$ cat src/rtl/bvic_pkg.sv
// Shared definitions for the bit-vector invertibility-condition blocks:
// operator codes, the sequencer state type and the IC / match helper functions.
package bvic_pkg;

  localparam logic OP_UGT = 1'b0;
  localparam logic OP_ULT = 1'b1;
  localparam int   MAX_W  = 16;

  typedef enum logic [1:0] {
    IDLE   = 2'd0,
    SEARCH = 2'd1,
    RESP   = 2'd2
  } state_t;

  // Closed-form IC for x*s OP t. Operands are zero-extended to MAX_W; mask
  // selects the live width so that -s wraps at the real operand width.
  function automatic logic ic_bvmul(input logic op,
                                    input logic [MAX_W-1:0] s,
                                    input logic [MAX_W-1:0] t,
                                    input logic [MAX_W-1:0] mask);
    logic [MAX_W-1:0] neg;
    logic             ic;
    neg = (16'd0 - s) & mask;
    if (op == OP_UGT) begin
      ic = (t < (neg | s));
    end else begin
      ic = (t != 16'd0);
    end
    return ic;
  endfunction

  function automatic logic match_cmp(input logic op,
                                     input logic [MAX_W-1:0] p,
                                     input logic [MAX_W-1:0] t);
    logic m;
    if (op == OP_UGT) begin
      m = (p > t);
    end else begin
      m = (p < t);
    end
    return m;
  endfunction

endpackage

$ cat src/rtl/bvmul_cmp_ic.sv
// Combinational IC and candidate-match evaluator for x*s OP t (mod 2^W).
// Reusable by sibling IC blocks that need the same operator conventions.
module bvmul_cmp_ic #(
  parameter int W = 4
) (
  input  logic         op,
  input  logic [W-1:0] s,
  input  logic [W-1:0] t,
  input  logic [W-1:0] x,
  output logic         ic,
  output logic         match
);
  import bvic_pkg::*;

  localparam logic [MAX_W-1:0] MASK = MAX_W'((32'd1 << W) - 32'd1);

  logic [W-1:0] prod_s;

  // Full 2W-bit product, truncated to the low W bits.
  assign prod_s = W'({{W{1'b0}}, x} * {{W{1'b0}}, s});

  assign ic    = ic_bvmul(op, MAX_W'(s), MAX_W'(t), MASK);
  assign match = match_cmp(op, MAX_W'(prod_s), MAX_W'(t));

endmodule

$ cat src/rtl/bvmul_cmp_skolem_seq.sv
// Sequential Skolem-witness generator for x*s OP t: evaluates the closed-form
// IC, scans x = 0..2^W-1 for the smallest witness and flags IC/search mismatch.
module bvmul_cmp_skolem_seq #(
  parameter int W        = 4,
  parameter int SHORTCUT = 1
) (
  input  logic         clk,
  input  logic         rst_n,
  input  logic         req_valid,
  output logic         req_ready,
  input  logic         req_op,
  input  logic [W-1:0] req_s,
  input  logic [W-1:0] req_t,
  output logic         resp_valid,
  input  logic         resp_ready,
  output logic         resp_found,
  output logic [W-1:0] resp_x,
  output logic         resp_ic,
  output logic         resp_ic_err
);
  import bvic_pkg::*;

  localparam logic [W-1:0] CNT_LAST = {W{1'b1}};
  localparam logic         USE_SHORTCUT = (SHORTCUT != 0);

  state_t       state_r, state_nx;
  logic [W-1:0] cnt_r, cnt_nx;
  logic         op_r, op_nx;
  logic [W-1:0] s_r, s_nx;
  logic [W-1:0] t_r, t_nx;
  logic         ic_r, ic_nx;
  logic         valid_r, valid_nx;
  logic         ready_r, ready_nx;
  logic         found_r, found_nx;
  logic [W-1:0] x_r, x_nx;
  logic         err_r, err_nx;

  logic         sel_op_s;
  logic [W-1:0] sel_s_s, sel_t_s;
  logic         ic_s, match_s;

  // While idle the evaluator looks at the live request so the shortcut can be
  // decided on the accept edge; afterwards it looks at the captured operands.
  assign sel_op_s = (state_r == IDLE) ? req_op : op_r;
  assign sel_s_s  = (state_r == IDLE) ? req_s  : s_r;
  assign sel_t_s  = (state_r == IDLE) ? req_t  : t_r;

  bvmul_cmp_ic #(.W(W)) u_ic (
    .op    (sel_op_s),
    .s     (sel_s_s),
    .t     (sel_t_s),
    .x     (cnt_r),
    .ic    (ic_s),
    .match (match_s)
  );

  // Next-state and next-output logic.
  always_comb begin
    state_nx = state_r;
    cnt_nx   = cnt_r;
    op_nx    = op_r;
    s_nx     = s_r;
    t_nx     = t_r;
    ic_nx    = ic_r;
    valid_nx = valid_r;
    ready_nx = ready_r;
    found_nx = found_r;
    x_nx     = x_r;
    err_nx   = err_r;
    case (state_r)
      IDLE: begin
        if (req_valid && ready_r) begin
          op_nx    = req_op;
          s_nx     = req_s;
          t_nx     = req_t;
          ic_nx    = ic_s;
          ready_nx = 1'b0;
          cnt_nx   = {W{1'b0}};
          if (USE_SHORTCUT && !ic_s) begin
            state_nx = RESP;
            valid_nx = 1'b1;
            found_nx = 1'b0;
            x_nx     = {W{1'b0}};
            err_nx   = 1'b0;
          end else begin
            state_nx = SEARCH;
          end
        end else begin
          state_nx = IDLE;
        end
      end
      SEARCH: begin
        if (match_s) begin
          state_nx = RESP;
          valid_nx = 1'b1;
          found_nx = 1'b1;
          x_nx     = cnt_r;
          err_nx   = ~ic_r;
        end else if (cnt_r == CNT_LAST) begin
          state_nx = RESP;
          valid_nx = 1'b1;
          found_nx = 1'b0;
          x_nx     = {W{1'b0}};
          err_nx   = ic_r;
        end else begin
          cnt_nx = cnt_r + {{(W-1){1'b0}}, 1'b1};
        end
      end
      RESP: begin
        if (resp_ready) begin
          state_nx = IDLE;
          valid_nx = 1'b0;
          ready_nx = 1'b1;
        end else begin
          state_nx = RESP;
        end
      end
      default: begin
        state_nx = IDLE;
        valid_nx = 1'b0;
        ready_nx = 1'b1;
      end
    endcase
  end

  // State, captured request and registered response.
  always_ff @(posedge clk or negedge rst_n) begin
    if (!rst_n) begin
      state_r <= IDLE;
      cnt_r   <= {W{1'b0}};
      op_r    <= 1'b0;
      s_r     <= {W{1'b0}};
      t_r     <= {W{1'b0}};
      ic_r    <= 1'b0;
      valid_r <= 1'b0;
      ready_r <= 1'b1;
      found_r <= 1'b0;
      x_r     <= {W{1'b0}};
      err_r   <= 1'b0;
    end else begin
      state_r <= state_nx;
      cnt_r   <= cnt_nx;
      op_r    <= op_nx;
      s_r     <= s_nx;
      t_r     <= t_nx;
      ic_r    <= ic_nx;
      valid_r <= valid_nx;
      ready_r <= ready_nx;
      found_r <= found_nx;
      x_r     <= x_nx;
      err_r   <= err_nx;
    end
  end

  assign req_ready   = ready_r;
  assign resp_valid  = valid_r;
  assign resp_found  = found_r;
  assign resp_x      = x_r;
  assign resp_ic     = ic_r;
  assign resp_ic_err = err_r;

endmodule
$ cat config.mk
export PLATFORM = sky130hd
export DESIGN_NAME = bvmul_cmp_skolem_seq
export DESIGN_NICKNAME = d
export VERILOG_FILES = /design/src/rtl/bvic_pkg.sv /design/src/rtl/bvmul_cmp_ic.sv /design/src/rtl/bvmul_cmp_skolem_seq.sv
export SDC_FILE = /design/constraint.sdc
export NUM_CORES = 1
export LEC_CHECK = 0
export BUFFER_PORTS_ARGS = -buffer_cell sky130_fd_sc_hd__buf_2
export CAP_MARGIN = 20
export CORE_MARGIN = 4
export CORE_UTILIZATION = 50
export DETAILED_ROUTE_END_ITERATION = 12
export PLACE_DENSITY = 0.71
export SETUP_SLACK_MARGIN = 0.05
export SLEW_MARGIN = 20
export SYNTH_ARGS = -nofsm -noshare
export SYNTH_HDL_FRONTEND = slang
export SYNTH_SLANG_ARGS = --single-unit
export TNS_END_PERCENT = 1
$ cat constraint.sdc
create_clock -name clk -period 4.95 [get_ports clk]
set_input_delay 0.7425 -clock clk [delete_from_list [all_inputs] [get_ports clk]]
set_output_delay 0.7425 -clock clk [all_outputs]
set_load 0.03 [all_outputs]
==> impl_results.md, run 1 <==
* Cells after Synth at about 170
* CTS root buf: clkbuf_4
* Count leader, synth: nand2_1
* DRT antenna net count at 0
* Met3 Usage GRT at around 2.6%
* Length of the first detailed-routing pass in iterations at 4
* CTS tree: yes
* Via Count at about 1400
* Arr. time, crit path at roughly 4.8 ns
* Largest cells by area after synthesis: dfrtp_1 36%, ha_1 9.4%, nand2_1 8.4%, mux2i_1 5.0%, nor2b_1 3.5%
* Data required, critical path at a little over 5 ns
* Static leakage at between 0.9 and 1 nW
* Maximum VDD drop at about 260 uV
* Largest net degree at the start of global routing at 25
* Synth cell count leaders: 36 x nand2_1, 23 x dfrtp_1, 12 x ha_1
* Row count at 20
* Actual slew at the worst max-slew pin at ~0.57 ns
* Layout fillers at a little over 300
* Port bufs at 21
* Final Non-Filler Cells at 237
* Area grow syn2layout at 12.0%
* Post-synthesis register bit count at 24
* Clock tree buffer depth at 2
* Max incr delay on CP at around 0.53 ns
* Unique masters post-synth at 50
* Die Y at ~65 um
* CP Capture Type: flip-flop
* Most frequent CP cell: ha_1
* Clock sink count at 24
* Final hold viol count at 0
* Unrepaired setup endpoints after global routing: no
* Footprint of the multi-input gates at about 930 sq um
* Final WL at around 3.6 mm
* First DRT Iteration DRCs at 62
* Fmax at around 220 MHz
* Synth Net Count at slightly below 200
* Critical Path, Cell by Cell: nor2_4 > mux2i_1 > nor2b_1 > ha_1 > ha_1 > ha_1 > xor2_1 > xnor2_1 > xnor2_1 > xnor2_1 > ha_1 > and4b_1 > a211oi_2 > mux2i_2 > o22ai_2 > a22o_1
* Skew final at 0.00656 ns
* Postcts setup bufs at 0
* CP delay by family, top: adder cells
* First-pass GRT wire length at roughly 6.3 mm
* Clk_lat worst skew at about 0.32 ns
* Met1 Track Usage GR at 25.9%
* Placed Cells at 233
* DRC errors left at 0
* Startpoint types: flip-flop
* Max Slew Vio Count at 0
* Area leader, netlist: dfrtp_1
* Antenna cells at 0
* Post-route setup slack at about 0.41 ns
* H-tree levels at 1
* PwrDens at around 730 mW/mm^2
* Synthesized area at about 0.0016 sq mm
* Max-Slew Margin vs Limit at between 60% and 70%
* Die area at 0.00417 sq mm
* Initial Utilization at 52.4%
* Synth top area share at around 36%
* DR WL/cell at roughly 15 um
* GR peak layer: met2
* Register area share after synthesis at a little under two fifths
* Syn. warnings at 0
* GR Overflow Total at 0
* WP buf/inv at 0
* Setup CP Type: reg -> reg
* I/O pin total at 22
* Hold Path Class: in -> async
* Post-cts resize count at 0
* Antenna violations before repair at 0
* Core area at around 0.003 sq mm
* Reg area at approximately 600 sq um
* Critical path peak fanout at 10
* Fin Setup TNS at 0 ns
* Outcome: finished, final reports clean
* Die width at ~65 um
* Share of cells above drive strength 1 at approximately 18%
* MaxCap Viol Count at 0
* Setup WS pre-CTS at around 0.4 ns
* GRT Overall Usage at between 10% and 20%
* Vias in the first global route at 1372
* Ratio of final minimum period to clock period at about nine tenths
* Fin nets at about 220
* Crit-path slowest cell: dfrtp_1
* GPL Wtd Cong at between 0.8 and 0.9
* Final setup vio count at 0
* Number of synthesized flops with an enable pin at 0
* Vias per cell at about 5.7
* Hold-fix buffers, CTS at 0
* Post-synthesis average cell area at about 9.3 sq um
* DP HPWL at 2.75 mm
* CTS clock-pin slew for the worst setup and hold paths at about 0.15 ns
* Asr flop ratio synth at 100%
* Fin crit period at between 4 and 5 ns
* Inserted Clock Buffers at 3
* Dominant synthesized flop cell: dfrtp_1
* Met2 GRT Util at between 30% and 40%
-- flip-flops by register name, indices dropped and copies added, names as in the netlist --
register / flops
resp_ic_err: 1
resp_valid: 1
op_r: 1
resp_ic: 1
state_r: 2
cnt_r: 4
s_r: 4
t_r: 4
req_ready: 1
resp_found: 1
resp_x: 4
-- path summary, 6_finish.rpt --
path	from	endpoint	slack, ns	cells after the start
setup / recovery	state_r[1]	resp_x[3]	0.41	16
hold / removal	rst_n	s_r[2]	0.38	1
setup reg to reg	state_r[1]	resp_x[3]	0.41	16
hold reg to reg	resp_found	resp_found	0.49	1
max in group asynchronous	rst_n	req_ready	4.19	1
min in group clk	resp_found	resp_found	0.49	1
-- power breakdown --
part / switching, mW / leakage (nW) / internal (mW)
combinational: 0.428 / 0.615 / 0.341
sequential: 0.0998 / 0.298 / 0.286
clock: 0.0637 / 0.0279 / 0.0818
total: 0.592 / 0.941 / 0.708
-- metrics by stage --
step                power [mW]  hold slack (ns)  utilization, %  cell area (sq um)
floorplan                0.980            0.445               -               1600
global placement          1.13            0.458            57.0               1740
detailed placement        1.16            0.469            57.0               1740
CTS                       1.31            0.398            58.7               1790
global route              1.42            0.405            58.7               1790
finish                    1.30            0.382            58.7               1790
-- logic make-up after synthesis --
family / count (synthesis) / share of synthesized area [%]
and+or+nand+nor: 71 / 22.4
xor gates and xnor gates: 5 / 3.60
buffers and inverters: 14 / 4.07
muxes: 10 / 6.57
DFF: 24 / 37.6
AOI/OAI and AO/OA: 36 / 16.4
adders and majority gates: 12 / 9.38
-- area by class of cell --
cell class | instances | share of cell area, %
clock buffer | 3 | 1.26
multi-input combinational | 134 | 52.1
tap | 44 | 3.07
inverter | 8 | 1.67
sequential | 24 | 33.6
clock inverter | 1 | 1.67
timing repair buffer | 23 | 6.70
-- layout by cell type (no fill, tap or decap), drive strengths merged, types with 2 or more instances in the layout --
master  count
a21o        3
a21oi       5
a22o        4
a31oi       3
and3        3
buf        23
clkbuf      3
dfrtp      23
ha         12
inv         8
mux2i       9
nand2      36
nand3       5
nor2        7
nor2b       9
nor4        2
o21a        2
o21ai       6
o22ai       3
o311ai      3
xnor2       3
-- worst register-to-register path, cell delays in order, from the launching register on --
cell      delay [ns]
dfrtp_1         0.53
nor2_4          0.24
mux2i_1         0.43
nor2b_1         0.10
ha_1            0.31
ha_1            0.28
ha_1            0.21
xor2_1          0.15
xnor2_1         0.20
xnor2_1         0.17
xnor2_1         0.15
ha_1            0.28
and4b_1         0.21
a211oi_2        0.24
mux2i_2         0.50
o22ai_2         0.23
a22o_1          0.22
-- routing by layer --
| metal | part of all wire, % | vias up |
|---|---|---|
| met5 | 0 | - |
| met4 | 0.67 | 0 |
| met3 | 3.3 | 4 |
| met2 | 48 | 23 |
| met1 | 47 | 671 |
| li1 | - | 660 |
Power figures use the tool's default switching activity.
==> run 2, diff against run 1 <==
--- a/config.mk
+++ b/config.mk
@@ -8,9 +8,9 @@
 export BUFFER_PORTS_ARGS = -buffer_cell sky130_fd_sc_hd__buf_2
 export CAP_MARGIN = 20
 export CORE_MARGIN = 4
-export CORE_UTILIZATION = 50
+export CORE_UTILIZATION = 57
 export DETAILED_ROUTE_END_ITERATION = 12
-export PLACE_DENSITY = 0.71
+export PLACE_DENSITY = 0.79
 export SETUP_SLACK_MARGIN = 0.05
 export SLEW_MARGIN = 20
 export SYNTH_ARGS = -nofsm -noshare
==> impl_results.md, run 2 (synthesis results as in run 1) <==
* Largest net degree at the start of global routing at 25 (unchanged)
* CP Capture Type: flip-flop (unchanged)
* Unrepaired setup endpoints after global routing: no (unchanged)
* GR Overflow Total at 0 (unchanged)
* Port bufs at 21 (unchanged)
* CTS tree: yes (unchanged)
* DRC errors left at 0 (unchanged)
* Antenna violations before repair at 0 (unchanged)
* Setup WS pre-CTS at 0.476 ns (was 0.391 ns)
* Share of cells above drive strength 1 at 17.7% (was 18.1%)
* Die width at 61.0 um (was 64.6 um)
* I/O pin total at 22 (unchanged)
* Critical path peak fanout at 10 (unchanged)
* DP HPWL at 2.58 mm (was 2.75 mm)
* Postcts setup bufs at 0 (unchanged)
* GPL Wtd Cong at 0.847 (was 0.848)
* Die Y at 61.0 um (was 64.6 um)
* PwrDens at 732 mW/mm^2 (was 725 mW/mm^2)
* H-tree levels at 1 (unchanged)
* Static leakage at 0.936 nW (was 0.941 nW)
* First-pass GRT wire length at 5.67 mm (was 6.35 mm)
* Final hold viol count at 0 (unchanged)
* Startpoint types: flip-flop (unchanged)
* GRT Overall Usage at 20.5% (was 19.3%)
* Die area at 0.00372 sq mm (was 0.00417 sq mm)
* CTS root buf: clkbuf_4 (unchanged)
* First DRT Iteration DRCs at 41 (was 62)
* Area grow syn2layout at 10.5% (was 12.0%)
* Outcome: finished, final reports clean (unchanged)
* DR WL/cell at 15.5 um (was 15.1 um)
* Final setup vio count at 0 (unchanged)
* MaxCap Viol Count at 0 (unchanged)
* Ratio of final minimum period to clock period at 91.4% (was 91.8%)
* Setup CP Type: reg -> reg (unchanged)
* DRT antenna net count at 0 (unchanged)
* Clock sink count at 24 (unchanged)
* Max-Slew Margin vs Limit at 62.8% (was 62.1%)
* Maximum VDD drop at 482 uV (was 263 uV)
* Post-route setup slack at 0.425 ns (was 0.408 ns)
* Core area at 0.00257 sq mm (was 0.00305 sq mm)
* Fin crit period at 4.52 ns (was 4.54 ns)
* Hold Path Class: in -> async (unchanged)
* Post-cts resize count at 0 (unchanged)
* Via Count at 1340 (was 1358)
* Vias in the first global route at 1275 (was 1372)
* Clk_lat worst skew at 0.32 ns (about the same)
* R2R Setup Slk at 0.43 ns (was 0.41 ns)
* CTS clock-pin slew for the worst setup and hold paths at 0.14 ns (was 0.15 ns)
* Skew final at 0.00252 ns (was 0.00656 ns)
* Fin nets at 218 (was 219)
* Arr. time, crit path at 4.75 ns (was 4.76 ns)
* Length of the first detailed-routing pass in iterations at 4 (unchanged)
* Commonest non-fill, non-tap cells in the layout: 36 x nand2_1, 23 x dfrtp_1, 21 x buf_2 (unchanged)
* Final WL at 3.45 mm (was 3.59 mm)
* Layout fillers at 223 (was 307)
* Fmax at 221 MHz (was 220 MHz)
* Fin Setup TNS at 0 ns (unchanged)
* Data required, critical path at 5.17 ns (about the same)
* Antenna cells at 0 (unchanged)
* Vias per cell at 6.04 (was 5.73)
* Row count at 18 (was 20)
* Design Power at 1.29 mW (was 1.30 mW)
* Max Slew Vio Count at 0 (unchanged)
* Clock tree buffer depth at 2 (unchanged)
* Actual slew at the worst max-slew pin at 0.556 ns (was 0.566 ns)
* Most common cell after layout, fill and taps aside: nand2_1 (unchanged)
* Inserted Clock Buffers at 3 (unchanged)
* Hold-fix buffers, CTS at 0 (unchanged)
* Initial Utilization at 62.3% (was 52.4%)
run 2: per-layer routing:
| metal | vias to the layer above | wire length [um] | GRT usage [%] |
|---|---|---|---|
| met5 | - | 0 | 0 |
| met4 | 0 | 23 | 5.57 |
| met3 | 4 | 194 | 3.40 |
| met2 | 44 | 1550 | 32.4 |
| met1 | 633 | 1690 | 29.2 |
| li1 | 659 | - | - |
run 2: cell type report:
type / count / area [sq um] / area share, %
clock buffer: 3 / 22.5 / 1.27
clock inverter: 1 / 30.0 / 1.70
inverter: 8 / 30.0 / 1.70
multi-input combinational: 134 / 933 / 52.8
sequential: 24 / 602 / 34.0
tap: 30 / 37.5 / 2.12
timing repair buffer: 22 / 113 / 6.37
run 2: report_power, final:
group          switching (mW)  leakage, nW  internal (mW)
sequential              0.100        0.298          0.286
clock                  0.0614       0.0279         0.0819
combinational           0.428        0.610          0.336
run 2: worst paths after layout:
kind | from | to | cells past startpoint
max | state_r[0] | resp_x[1] | 16
min | rst_n | s_r[2] | 1
max reg2reg | state_r[0] | resp_x[1] | 16
min reg2reg | resp_found | resp_found | 1
max in group asynchronous | rst_n | req_ready | 1
min in group clk | resp_found | resp_found | 1
run 2: worst max-delay path, stage by stage, from the launching register on:
cell and delay [ns]:
dfrtp_1 0.52, nor2_4 0.27, buf_4 0.23, mux2i_1 0.49, nor2b_1 0.13, ha_1 0.31, ha_1 0.21, xor2_1 0.15
xnor2_1 0.17, xnor2_1 0.15, xnor2_1 0.15, ha_1 0.29, and4b_1 0.22, a211oi_2 0.24, mux2i_2 0.48, o22ai_2 0.21
a22o_1 0.22
run 2: per-stage QoR:
stage / cell area [sq um] / std cells / util, % / hold WS (ns)
6_report: 1770 / 222 / 68.9 / 0.383
5_1_grt: 1770 / 222 / 68.9 / 0.398
2_1_floorplan: 1600 / 172 / - / 0.445
4_1_cts: 1770 / 222 / 68.9 / 0.401
3_5_place_dp: 1720 / 218 / 66.8 / 0.462
3_3_place_gp: 1720 / 218 / 66.8 / 0.456
==> run 3, diff against run 2 <==
--- a/config.mk
+++ b/config.mk
@@ -8,9 +8,10 @@
 export BUFFER_PORTS_ARGS = -buffer_cell sky130_fd_sc_hd__buf_2
 export CAP_MARGIN = 20
 export CORE_MARGIN = 4
-export CORE_UTILIZATION = 57
+export CORE_UTILIZATION = 61
 export DETAILED_ROUTE_END_ITERATION = 12
-export PLACE_DENSITY = 0.79
+export GPL_TIMING_DRIVEN = 0
+export PLACE_DENSITY = 0.84
 export SETUP_SLACK_MARGIN = 0.05
 export SLEW_MARGIN = 20
 export SYNTH_ARGS = -nofsm -noshare
==> constraint.sdc (replaced) <==
create_clock -name clk -period 5.8 [get_ports clk]
set_input_delay 0.87 -clock clk [delete_from_list [all_inputs] [get_ports clk]]
set_output_delay 0.87 -clock clk [all_outputs]
set_load 0.03 [all_outputs]
==> impl_results.md, run 3 (synthesis results as in run 1) <==
* Unrepaired setup endpoints after global routing: no (unchanged)
* Hold Path Class: reg -> reg (was in -> async)
* Port bufs at 21 (unchanged)
* Static leakage at 0.942 nW (was 0.936 nW)
* DRC errors left at 0 (unchanged)
* CTS clock-pin slew for the worst setup and hold paths at 0.13 ns (was 0.14 ns)
* Postcts setup bufs at 0 (unchanged)
* PwrDens at 607 mW/mm^2 (was 732 mW/mm^2)
* Area grow syn2layout at 11.2% (was 10.5%)
* Largest net degree at the start of global routing at 25 (unchanged)
* Row count at 18 (unchanged)
* Ratio of final minimum period to clock period at 80.9% (was 91.4%)
* Clk_lat worst skew at 0.31 ns (was 0.32 ns)
* Die area at 0.00351 sq mm (was 0.00372 sq mm)
* DRT antenna net count at 0 (unchanged)
* Die width at 59.2 um (was 61.0 um)
* Hold-fix buffers, CTS at 0 (unchanged)
* Startpoint types: flip-flop (unchanged)
* DR WL/cell at 14.9 um (was 15.5 um)
* Final Non-Filler Cells at 227 (was 222)
* H-tree levels at 1 (unchanged)
* Fmax at 213 MHz (was 221 MHz)
* First-pass GRT wire length at 5.88 mm (was 5.67 mm)
* Critical path peak fanout at 10 (unchanged)
* Outcome: finished, final reports clean (unchanged)
* Setup CP Type: reg -> reg (unchanged)
* Post-cts resize count at 0 (unchanged)
* Fin crit period at 4.69 ns (was 4.52 ns)
* Length of the first detailed-routing pass in iterations at 4 (unchanged)
* Actual slew at the worst max-slew pin at 0.545 ns (was 0.556 ns)
* Maximum VDD drop at 377 uV (was 482 uV)
* DP HPWL at 2.62 mm (was 2.58 mm)
* Commonest non-fill, non-tap cells in the layout: 36 x nand2_1, 23 x dfrtp_1, 22 x buf_2 (was 36 x nand2_1, 23 x dfrtp_1, 21 x buf_2)
* Part of the power in registers at 28.5% (was 29.8%)
* Antenna violations before repair at 0 (unchanged)
* Share of cells above drive strength 1 at 18.3% (was 17.7%)
* Core area at 0.00250 sq mm (was 0.00257 sq mm)
* CTS root buf: clkbuf_4 (unchanged)
* CTS tree: yes (unchanged)
* Final setup vio count at 0 (unchanged)
* First DRT Iteration DRCs at 71 (was 41)
* I/O pin total at 22 (unchanged)
* Vias per cell at 6.08 (was 6.04)
* Skew final at 0.00562 ns (was 0.00252 ns)
* Placed Cells at 223 (was 218)
* Die Y at 59.2 um (was 61.0 um)
* Internal Power at 0.575 mW (was 0.704 mW)
* Clock sink count at 24 (unchanged)
* Via Count at 1380 (was 1340)
* Most common cell after layout, fill and taps aside: nand2_1 (unchanged)
* Final hold viol count at 0 (unchanged)
* Logic pwr share at 63.4% (was 59.1%)
* Sw Ratio at 46.8% (was 45.6%)
* Clock tree buffer depth at 2 (unchanged)
* MaxCap Viol Count at 0 (unchanged)
* GRT Overall Usage at 21.7% (was 20.5%)
* Vias in the first global route at 1374 (was 1275)
* Final WL at 3.39 mm (was 3.45 mm)
* Inserted Clock Buffers at 3 (unchanged)
* Fin Setup TNS at 0 ns (unchanged)
* Max-Slew Margin vs Limit at 62.7% (was 62.8%)
* GPL Wtd Cong at 0.835 (was 0.847)
* Antenna cells at 0 (unchanged)
* Clock Power Share at 8.1% (was 11.1%)
* Arr. time, crit path at 4.91 ns (was 4.75 ns)
* Switching power at 0.506 mW (was 0.590 mW)
* Initial Utilization at 64.0% (was 62.3%)
* Max Slew Vio Count at 0 (unchanged)
* Data required, critical path at 6.02 ns (was 5.17 ns)
* Fin nets at 223 (was 218)
* GR Overflow Total at 0 (unchanged)
* CP Capture Type: flip-flop (unchanged)
-- run 3: cell count changes in the layout (fill, tap and decap cells not counted), sizes merged --
cell,delta
clkbuf,+3
bufinv,-1
buf,+3
-- run 3: path summary, 6_finish.rpt --
check                      slack (ns)  depth (start not counted)       start          to
min                              0.49                          1  resp_found  resp_found
max in group asynchronous        4.93                          1       rst_n   req_ready
max                              1.11                         17  state_r[0]   resp_x[1]
max reg2reg                      1.11                         17  state_r[0]   resp_x[1]
min in group asynchronous        0.50                          1       rst_n      s_r[3]
min reg2reg                      0.49                          1  resp_found  resp_found
-- run 3: layout make-up --
| class | instances | area, sq um |
|---|---|---|
| plain buffers | 6 | 35.0 |
| clock buffers | 4 | 36.3 |
| fillers | 180 | 721 |
| inverters | 8 | 30.0 |
| multi-input cells | 134 | 933 |
| flip-flops and latches | 24 | 602 |
| well taps | 30 | 37.5 |
| repair buffers | 21 | 105 |
-- run 3: metrics by stage --
stage	hold slack [ns]	utilization, %	total power, mW	worst slack (ns)	area (sq um)
2_1_floorplan	0.445	-	0.836	1.65	1600
3_3_place_gp	0.457	69.7	0.957	1.18	1740
3_5_place_dp	0.464	69.7	0.994	1.02	1740
4_1_cts	0.493	71.2	1.08	1.15	1780
5_1_grt	0.507	71.2	1.18	0.834	1780
6_report	0.489	71.2	1.08	1.11	1780
-- run 3: power by group through the flow --
stage                     clock network (mW)  logic (mW)  registers (mW)
after floorplan                            0       0.485           0.351
after global placement                     0       0.651           0.306
after detailed placement                   0       0.684           0.310
after CTS                             0.0896       0.688           0.307
after global routing                  0.0978       0.761           0.317
final                                 0.0880       0.685           0.308
-- run 3: worst max-delay path, stage by stage, from the launching register on --
cell and delay, ns:
dfrtp_1 0.40, buf_6 0.14, nor2_4 0.21, buf_2 0.30, mux2i_1 0.53, nor2b_1 0.10
ha_1 0.32, ha_1 0.20, xor2_1 0.15, xnor2_1 0.18, xnor2_1 0.16, xnor2_1 0.17
ha_1 0.30, and4b_1 0.21, a211oi_2 0.27, mux2i_2 0.51, o22ai_2 0.23, a22o_1 0.22
-- run 3: per-layer routing --
layer	global-route usage [%]	routed length [um]
met2	36.5	1640
met4	6.47	39
met3	3.49	187
met5	0	0
met1	28.6	1520
